--- src/rtl/dmem_arb_pkg.sv ---
// Shared types and defaults for the data-memory arbiter.
// Port ids tag read returns; the state enum is used by the arbiter FSM.
package dmem_arb_pkg;

  typedef enum logic {
    CPU_PRI = 1'b0,
    BURST   = 1'b1
  } arb_state_t;

  localparam logic PORT_CPU = 1'b0;
  localparam logic PORT_DBG = 1'b1;

  localparam int STARVE_MAX_DEF = 8;
  localparam int BURST_MAX_DEF  = 4;

endpackage

--- src/rtl/arb_sat_counter.sv ---
// Saturating up-counter with synchronous clear and a reached-maximum flag.
// Clear takes precedence over increment.
module arb_sat_counter #(
  parameter int MAX = 8,
  parameter int W   = $clog2(MAX + 1)
) (
  input  logic clk,
  input  logic rst_n,
  input  logic i_inc,
  input  logic i_clr,
  output logic o_at_max
);

  logic [W-1:0] r_cnt;

  assign o_at_max = (r_cnt == W'(MAX));

  // NOTE: sequential state uses non-blocking assignments so every flop samples pre-edge values.
  always_ff @(posedge clk or negedge rst_n) begin
    if (!rst_n) begin
      r_cnt <= '0;
    end else if (i_clr) begin
      r_cnt <= '0;
    end else if (i_inc && !o_at_max) begin
      r_cnt <= r_cnt + W'(1);
    end
  end

endmodule

--- src/rtl/dmem_arbiter.sv ---
// Two-port arbiter in front of a single-port data memory: CPU has fixed
// priority, the loader is protected by a starvation limit and a burst lock.
module dmem_arbiter
  import dmem_arb_pkg::*;
#(
  parameter int ADDR_W     = 32,
  parameter int DATA_W     = 32,
  parameter int STARVE_MAX = STARVE_MAX_DEF,
  parameter int BURST_MAX  = BURST_MAX_DEF
) (
  input  logic              clk,
  input  logic              reset,
  input  logic              p0_req,
  input  logic              p0_we,
  input  logic [ADDR_W-1:0] p0_addr,
  input  logic [DATA_W-1:0] p0_wdata,
  output logic              p0_gnt,
  output logic              p0_stall,
  output logic              p0_rvalid,
  output logic [DATA_W-1:0] p0_rdata,
  input  logic              p1_req,
  input  logic              p1_we,
  input  logic [ADDR_W-1:0] p1_addr,
  input  logic [DATA_W-1:0] p1_wdata,
  input  logic              p1_lock,
  output logic              p1_gnt,
  output logic              p1_stall,
  output logic              p1_rvalid,
  output logic [DATA_W-1:0] p1_rdata,
  output logic              mem_en,
  output logic              mem_we,
  output logic [ADDR_W-1:0] mem_addr,
  output logic [DATA_W-1:0] mem_wdata,
  input  logic [DATA_W-1:0] mem_rdata
);

  arb_state_t r_state;
  arb_state_t w_state_nxt;
  logic       w_p0_req;
  logic       w_p1_req;
  logic       w_cpu_gnt0;
  logic       w_cpu_gnt1;
  logic       w_gnt0;
  logic       w_gnt1;
  logic       w_starve_max;
  logic       w_burst_max;
  logic       w_burst_clr;
  logic       r_tag_valid;
  logic       r_tag_port;

  // Requests are masked while reset is held so every output stays 0.
  assign w_p0_req = p0_req & reset;
  assign w_p1_req = p1_req & reset;

  assign w_cpu_gnt1 = w_p1_req & (~w_p0_req | w_starve_max);
  assign w_cpu_gnt0 = w_p0_req & ~w_cpu_gnt1;

  // NOTE: every always_comb output gets a default first so no latch is inferred.
  always_comb begin
    w_gnt0      = 1'b0;
    w_gnt1      = 1'b0;
    w_state_nxt = r_state;
    unique case (r_state)
      CPU_PRI: begin
        w_gnt0 = w_cpu_gnt0;
        w_gnt1 = w_cpu_gnt1;
        if (w_cpu_gnt1 && p1_lock) w_state_nxt = BURST;
      end
      BURST: begin
        if (w_p1_req && p1_lock) begin
          if (w_burst_max && w_p0_req) w_gnt0 = 1'b1;
          else                         w_gnt1 = 1'b1;
        end else begin
          w_gnt0      = w_cpu_gnt0;
          w_gnt1      = w_cpu_gnt1;
          w_state_nxt = CPU_PRI;
        end
      end
    endcase
  end

  always_ff @(posedge clk or negedge reset) begin
    if (!reset) r_state <= CPU_PRI;
    else        r_state <= w_state_nxt;
  end

  arb_sat_counter #(.MAX(STARVE_MAX)) u_starve_cnt (
    .clk      (clk),
    .rst_n    (reset),
    .i_inc    (w_p1_req & ~w_gnt1),
    .i_clr    (~w_p1_req | w_gnt1),
    .o_at_max (w_starve_max)
  );

  // The burst count restarts after the CPU slot and whenever the lock ends.
  assign w_burst_clr = ((r_state == BURST) && w_gnt0) || (w_state_nxt == CPU_PRI);

  arb_sat_counter #(.MAX(BURST_MAX)) u_burst_cnt (
    .clk      (clk),
    .rst_n    (reset),
    .i_inc    (w_gnt1),
    .i_clr    (w_burst_clr),
    .o_at_max (w_burst_max)
  );

  assign p0_gnt   = w_gnt0;
  assign p1_gnt   = w_gnt1;
  assign p0_stall = w_p0_req & ~w_gnt0;
  assign p1_stall = w_p1_req & ~w_gnt1;
  assign mem_en   = w_gnt0 | w_gnt1;

  always_comb begin
    mem_we    = 1'b0;
    mem_addr  = '0;
    mem_wdata = '0;
    if (w_gnt0) begin
      mem_we    = p0_we;
      mem_addr  = p0_addr;
      mem_wdata = p0_wdata;
    end else if (w_gnt1) begin
      mem_we    = p1_we;
      mem_addr  = p1_addr;
      mem_wdata = p1_wdata;
    end
  end

  // Return tag: remembers which port owns the read data arriving next cycle.
  always_ff @(posedge clk or negedge reset) begin
    if (!reset) begin
      r_tag_valid <= 1'b0;
      r_tag_port  <= PORT_CPU;
    end else begin
      r_tag_valid <= mem_en & ~mem_we;
      r_tag_port  <= w_gnt1 ? PORT_DBG : PORT_CPU;
    end
  end

  assign p0_rvalid = r_tag_valid && (r_tag_port == PORT_CPU);
  assign p1_rvalid = r_tag_valid && (r_tag_port == PORT_DBG);
  assign p0_rdata  = p0_rvalid ? mem_rdata : '0;
  assign p1_rdata  = p1_rvalid ? mem_rdata : '0;

endmodule

--- config.mk ---
export PLATFORM = sky130hd
export DESIGN_NAME = dmem_arbiter
export DESIGN_NICKNAME = d
export VERILOG_FILES = /design/src/rtl/dmem_arb_pkg.sv /design/src/rtl/arb_sat_counter.sv /design/src/rtl/dmem_arbiter.sv
export SDC_FILE = /design/constraint.sdc
export NUM_CORES = 1
export LEC_CHECK = 0
export CAP_MARGIN = 30
export CORE_AREA = 2 2 117 119
export CTS_BUF_LIST = sky130_fd_sc_hd__clkbuf_8
export CTS_CLUSTER_DIAMETER = 100
export DETAILED_ROUTE_END_ITERATION = 7
export DIE_AREA = 0 0 119 121
export HOLD_SLACK_MARGIN = 0.12
export SLEW_MARGIN = 10
export SYNTH_ARGS = -nofsm -noshare
export SYNTH_HDL_FRONTEND = slang
export SYNTH_SLANG_ARGS = --single-unit
--- constraint.sdc ---
create_clock -name clk -period 1.8 [get_ports clk]
set_input_delay 0.27 -clock clk [delete_from_list [all_inputs] [get_ports clk]]
set_output_delay 0.27 -clock clk [all_outputs]
set_load 0.03 [all_outputs]
==> summary.txt, run 1 <==
Outcome: complete, but fails checks
Failing checks: negative setup slack
Period minus WS final: 2230 ps
Net count after synthesis: 386
Final net count: 727
Fin Hold WS: 401 ps
Switching Fraction: 0.377
Hold Vio Cnt, Final: 0
Core area: 13100 um2
Post-synth EDFFs: 0
Worst EP arrival: 1960 ps
Number of global-route vias before repair: 3324
First-pass GRT wire length: 18.9 mm
Most common cell after layout, fill and taps aside: clkdlybuf4s50_1
TritonCTS clock tree: built
Wire per inst: 18.0 um
Sink Count: 10
Pwr/cell area: 338 nW/um2
Root Buffer: clkbuf_8
Total grt overflow: 0
Die width: 119 um
Final worst setup slack: -434 ps
CP required: 1530 ps
Vias per inst: 4.30
HP Class: in -> async
Cells after synthesis: 215
Yosys warning count: 0
Leakage power: 2.99 nW
#FFs+latches synth: 10
Row count: 42
Die height: 121 um
Fillers: 1212
Fin. max-slew vios: 0
Area share of the largest cell type after synthesis: 0.328
NetSw: 0.791 mW
Startpoint of the worst register-to-register path: u_burst_cnt.r_cnt[0]
CTS H-tree lvls: 1
Pin count of the biggest net entering global routing: 34
Routed wire length: 13.2 mm
P&R area growth vs syn: 263%
Clk_skew: 3.29 ps
Slowest CP cell: dfrtp_1
CP Max Fanout: 12
Main synth FF type: dfrtp_1
Gr usage total: 0.169
Cell variety after synth: 31
Worst R2R End: r_tag_valid
Met1 Track Usage GR: 0.178
Met2 GRT Util: 0.327
Port bufs: 302
RSZ-0062 raised after global routing: true
Synth top area cells: a22o_1 33%, dfrtp_1 15%, and2_1 12%, and3_1 12%, ha_1 2.9%
Avg Inst Size Synth: 7.94 um2
Worst reg2reg setup slack: 20 ps
Sequential share of power: 0.112
Clk slew on worst S/H paths: 50 ps
Most numerous cell on the critical path: buf_4
Total Power: 2.10 mW
CTS Buf Count: 3
Routability cong.: 0.857
Async set-reset flop share out of synthesis: 1.00
Sequential area share after synthesis: 0.147
Final period util: 1.24
Peak VDD IR: 164 uV
Worst-Skew Late Latency: 240 ps
Die ar.: 14400 um2
Crit path launch type: register
Post-route ant nets: 0
Area leader, netlist: a22o_1
IO Count: 303
DRC: 0
Maxcap violations: 0
Initial DRC Count: 88
GRT met3 Usage: 0.0508
Area of the mapped netlist: 1710 um2
CP Buf/Inv Count: 4
DP Area: 5670 um2
Router iterations before antenna repair: 4
DP HPWL: 11.1 mm
Initial antenna violation count: 2
Delay-heaviest family, CP: buffers and inverters
Vias: 3153
Reg2Reg Depth: 8
Final setup viols: 69
Setup TNS: -27320 ps
Starting Density: 0.131
Combinational power share: 0.752
Internal power: 1.31 mW
Share of layout cells above drive strength 1: 0.505
CP Class: reg -> out
Critical-path cell list: inv_2, ha_4, and4_4, a221oi_4, buf_12, buf_4, a22o_4, buf_4
Slew HR: 0.812
Clock network power share: 0.136
Most frequent cells in the layout: 165 x clkdlybuf4s50_1, 111 x buf_4, 64 x a22o_4, 52 x buf_6
Bufs on Longest Clock Path: 2
GR peak layer: met2
Worst slew pin tran: 281 ps
Fmax: 448 MHz
CP Capture Type: output pin
Worst path max stage delay: 370 ps
Final Cell Area: 6200 um2
Dpl ws: -418 ps
-- power groups by stage --
stage                     Combinational (mW)  Clock, mW  Sequential [mW]
final                                   1.58      0.285            0.235
after global routing                    1.66      0.300            0.236
after CTS                               1.56      0.291            0.235
after detailed placement                1.46          0            0.239
after global placement                  1.45          0            0.238
after floorplan                        0.673          0            0.241
-- final cells by class --
type | count | area (um2) | share of cell area
inverter | 5 | 18.8 | 0.00303
sequential | 10 | 250 | 0.0404
antenna | 2 | 5.00 | 0.000807
timing repair buffer | 359 | 3680 | 0.594
clock buffer | 4 | 55.1 | 0.00888
tap | 176 | 220 | 0.0355
multi-input combinational | 177 | 1970 | 0.317
-- worst max-delay path by stage --
stage	end	from	slack, ps	depth (start not counted)
after floorplan	mem_addr[10]	u_starve_cnt.r_cnt[0]	-120	7
after global placement	mem_addr[29]	p1_lock	-390	7
after detailed placement	mem_addr[30]	p1_lock	-420	7
after CTS	mem_addr[30]	u_burst_cnt.r_cnt[0]	-460	8
after global routing	mem_wdata[17]	u_starve_cnt.r_cnt[1]	-510	10
final	mem_wdata[13]	u_burst_cnt.r_cnt[0]	-430	8
-- synthesized netlist by cell type (2+ instances only) --
| library cell | n |
|---|---|
| buf_2 | 9 |
| buf_6 | 2 |
| dfrtp_1 | 10 |
| inv_1 | 5 |
| and3_1 | 33 |
| a22o_1 | 64 |
| xor2_1 | 2 |
| nand2_1 | 5 |
| xnor2_1 | 2 |
| ha_1 | 4 |
| mux2i_1 | 2 |
| clkbuf_1 | 11 |
| nor2_1 | 7 |
| a21oi_1 | 5 |
| and2_1 | 34 |
| nor2b_1 | 2 |
| nand3_1 | 4 |
-- registers in the layout, indices dropped and copies added (netlist names) --
register	count
r_state	1
r_tag_port	1
r_tag_valid	1
u_burst_cnt.r_cnt	3
u_starve_cnt.r_cnt	4
-- layer usage --
metal | wire length [um] | vias up
met5 | 0 | -
met4 | 250 | 0
met2 | 7110 | 188
li1 | - | 1503
met3 | 1160 | 8
met1 | 4660 | 1454
-- per-stage QoR --
stage           util  std cells
2_1_floorplan      -        215
3_3_place_gp   0.433        719
3_5_place_dp   0.433        719
4_1_cts        0.465        728
5_1_grt        0.474        733
6_report       0.474        733
-- cell families after synthesis --
group | share of synthesized area
compound gates | 0.386
xor+xnor | 0.0205
fa+ha+maj | 0.0293
buf+inv | 0.0791
flops | 0.147
mux | 0.0117
simple gates | 0.327
-- what timing repair did --
item | in CTS | in global routing
setup buffers | 3 | 2
cloned | 2 | 1
pin swaps | 21 | 4
setup endpoints to repair | 70 | 70
hold buffers | 0 | 0
gates resized for setup | 75 | 15
(Power assumes the default switching activity.)
==> run 2, diff against run 1 <==
==> constraint.sdc (replaced) <==
create_clock -name clk -period 1.8 [get_ports clk]
set_input_delay 0.27 -clock clk [delete_from_list [all_inputs] [get_ports clk]]
set_output_delay 0.27 -clock clk [all_outputs]
set_load 0.1 [all_outputs]
==> run 2 against run 1 <==
  * Hold slack gained 34 ps
  * First-iteration DRC count is 82% higher
  * Cell count decreased by 0.27%
  * Highest routed layer unchanged
  * The flow still finishes with violations (negative setup slack)
  * Register-to-register slack improved by 40 ps
  * Die area stayed put
  * Clock power down 19%
  * Setup slack got worse by 39 ps
  * Critical path type unchanged
  * Global-route usage increased by 2.3 points
  * Flip-flop and latch count unchanged
==> summary.txt, run 2 (synthesis results as in run 1) <==
Outcome: complete, but fails checks
Failing checks: negative setup slack
Top flop regs: u_starve_cnt.r_cnt: 4 flops, u_burst_cnt.r_cnt: 3 flops
# hold bufs at CTS: 0 (unchanged)
Post-route ant nets: 0 (unchanged)
Most frequent cells in the layout: 165 x clkdlybuf4s50_1, 145 x buf_12, 64 x a22o_4, 38 x buf_4, 33 x and3_1
Crit path launch type: register
Multi-input gate area: 2010 um2 (+2.0%)
Clk slew on worst S/H paths: 40 ps (about the same)
Reg with most FFs: u_starve_cnt.r_cnt
CTS Buf Count: 3 (unchanged)
Worst slew pin tran: 288 ps (+6.60 ps)
Fmax: 440 MHz (-1.7%)
Initial antenna violation count: 3 (+1)
Fillers: 1024 (-16%)
Final period util: 1.26 (+0.0216)
Bufs on Longest Clock Path: 2 (unchanged)
Period minus WS final: 2270 ps (+38.8 ps)
Vias: 3245 (+2.9%)
Internal power: 1.59 mW (+22%)
TritonCTS clock tree: built
Combinational power share: 0.857 (+0.105)
HP Class: in -> async
Worst-Skew Late Latency: 240 ps (about the same)
Vias per inst: 4.44 (+3.2%)
IO Count: 303 (unchanged)
RSZ-0062 raised after global routing: true
Most common cell after layout, fill and taps aside: clkdlybuf4s50_1
CP Capture Type: output pin
Clk_skew: 1.41 ps (-1.88 ps)
Routability cong.: 0.801 (-6.5%)
Sink Count: 10 (unchanged)
Final setup viols: 69 (unchanged)
Final worst setup slack: -473 ps (-38.8 ps)
Leakage power: 3.35 nW (+12%)
Die ar.: 14400 um2 (unchanged)
Finished Layout Cells: 731 (-0.27%)
CTS H-tree lvls: 1 (unchanged)
DRC: 0 (unchanged)
Maxcap violations: 0 (unchanged)
Share of layout cells above drive strength 1: 0.553 (+0.0480)
Storage cell area: 250 um2 (unchanged)
Core area: 13100 um2 (unchanged)
Peak VDD IR: 247 uV (+51%)
Final Cell Area: 7550 um2 (+22%)
Router iterations before antenna repair: 4 (unchanged)
Worst EP arrival: 2000 ps (+40 ps)
Starting Density: 0.131 (unchanged)
Final net count: 725 (-0.28%)
DP Cell Count: 713 (-0.83%)
First-pass GRT wire length: 21.4 mm (+13%)
Pin count of the biggest net entering global routing: 34 (unchanged)
Sequential share of power: 0.072 (-0.040)
P&R area growth vs syn: 342%
Total grt overflow: 0 (unchanged)
Row count: 42 (unchanged)
CP Max Fanout: 16 (+4)
Clock network power share: 0.071 (-0.065)
Wire per inst: 19.9 um (+11%)
Port bufs: 302 (unchanged)
Number of global-route vias before repair: 3593 (+8.1%)
CP Class: reg -> out
Pwr/cell area: 431 nW/um2 (+27%)
Routed wire length: 14.6 mm (+11%)
Setup TNS: -30310 ps (-2980 ps)
Die width: 119 um (unchanged)
Slew HR: 0.808 (-0.00440)
Initial DRC Count: 160 (+82%)
Gr usage total: 0.192 (+0.0231)
DP HPWL: 12.5 mm (+12%)
Final core occ: 0.577 (+0.103)
CP required: 1530 ps (about the same)
Root Buffer: clkbuf_8
DP Area: 7220 um2 (+27%)
Fin. max-slew vios: 0 (unchanged)
Max reg flops: 4 (unchanged)
Total Power: 3.26 mW (+55%)
NetSw: 1.66 mW (+110%)
Switching Fraction: 0.511 (+0.134)
Die height: 121 um (unchanged)
Hold Vio Cnt, Final: 0 (unchanged)
[run 2: area by class of cell]
class	instances	share of cell area
clock buffer	3	0.00547
sequential	10	0.0331
tap	176	0.0292
multi-input combinational	177	0.266
antenna	3	0.000994
timing repair buffer	357	0.663
inverter	5	0.00282
[run 2: per-layer routing]
metal / wire length, um / share of wire / track usage / up-vias
met3: 1480 / 0.10 / 0.0700 / 11
li1: - / - / - / 1505
met4: 225 / 0.015 / 0.0528 / 0
met1: 4760 / 0.33 / 0.189 / 1534
met2: 8110 / 0.56 / 0.375 / 195
met5: 0 / 0 / 0 / -
[run 2: per-stage QoR]
step / hold slack (ps) / setup slack [ps]
finish: 435 / -473
global route: 469 / -529
CTS: 443 / -505
detailed placement: 620 / -456
global placement: 589 / -433
floorplan: -25.6 / -421
[run 2: repair_timing]
action,CTS,global route
gates resized for setup,27,4
buffers inserted,8,1
cloned,2,1
setup endpoints to repair,70,71
pin swaps,8,4
[run 2: worst paths after layout]
| path | start | to | slack [ps] | cells after the start |
|---|---|---|---|---|
| min in group clk | p1_lock | r_state | 570 | 3 |
| worst max-delay path | u_burst_cnt.r_cnt[1] | mem_addr[10] | -470 | 8 |
| worst min register to register | u_burst_cnt.r_cnt[2] | u_burst_cnt.r_cnt[2] | 630 | 2 |
| max in group asynchronous | reset | u_starve_cnt.r_cnt[1] | 1220 | 2 |
| worst min-delay path | reset | r_tag_valid | 430 | 2 |
| worst max register to register | u_burst_cnt.r_cnt[1] | r_tag_valid | 60 | 8 |
[run 2: power groups by stage]
stage / clock, mW / combinational [mW] / sequential [mW]
finish: 0.231 / 2.79 / 0.235
global route: 0.246 / 2.87 / 0.236
CTS: 0.237 / 2.79 / 0.235
detailed placement: 0 / 2.73 / 0.238
global placement: 0 / 2.72 / 0.238
floorplan: 0 / 1.50 / 0.241
[run 2: worst max-delay path, stage by stage (launching register included)]
cell and delay (ps):
dfrtp_1 350, inv_2 50, ha_4 160, and4_4 190, a221oi_4 300, buf_12 210
buf_12 160, a22o_4 140, buf_12 170
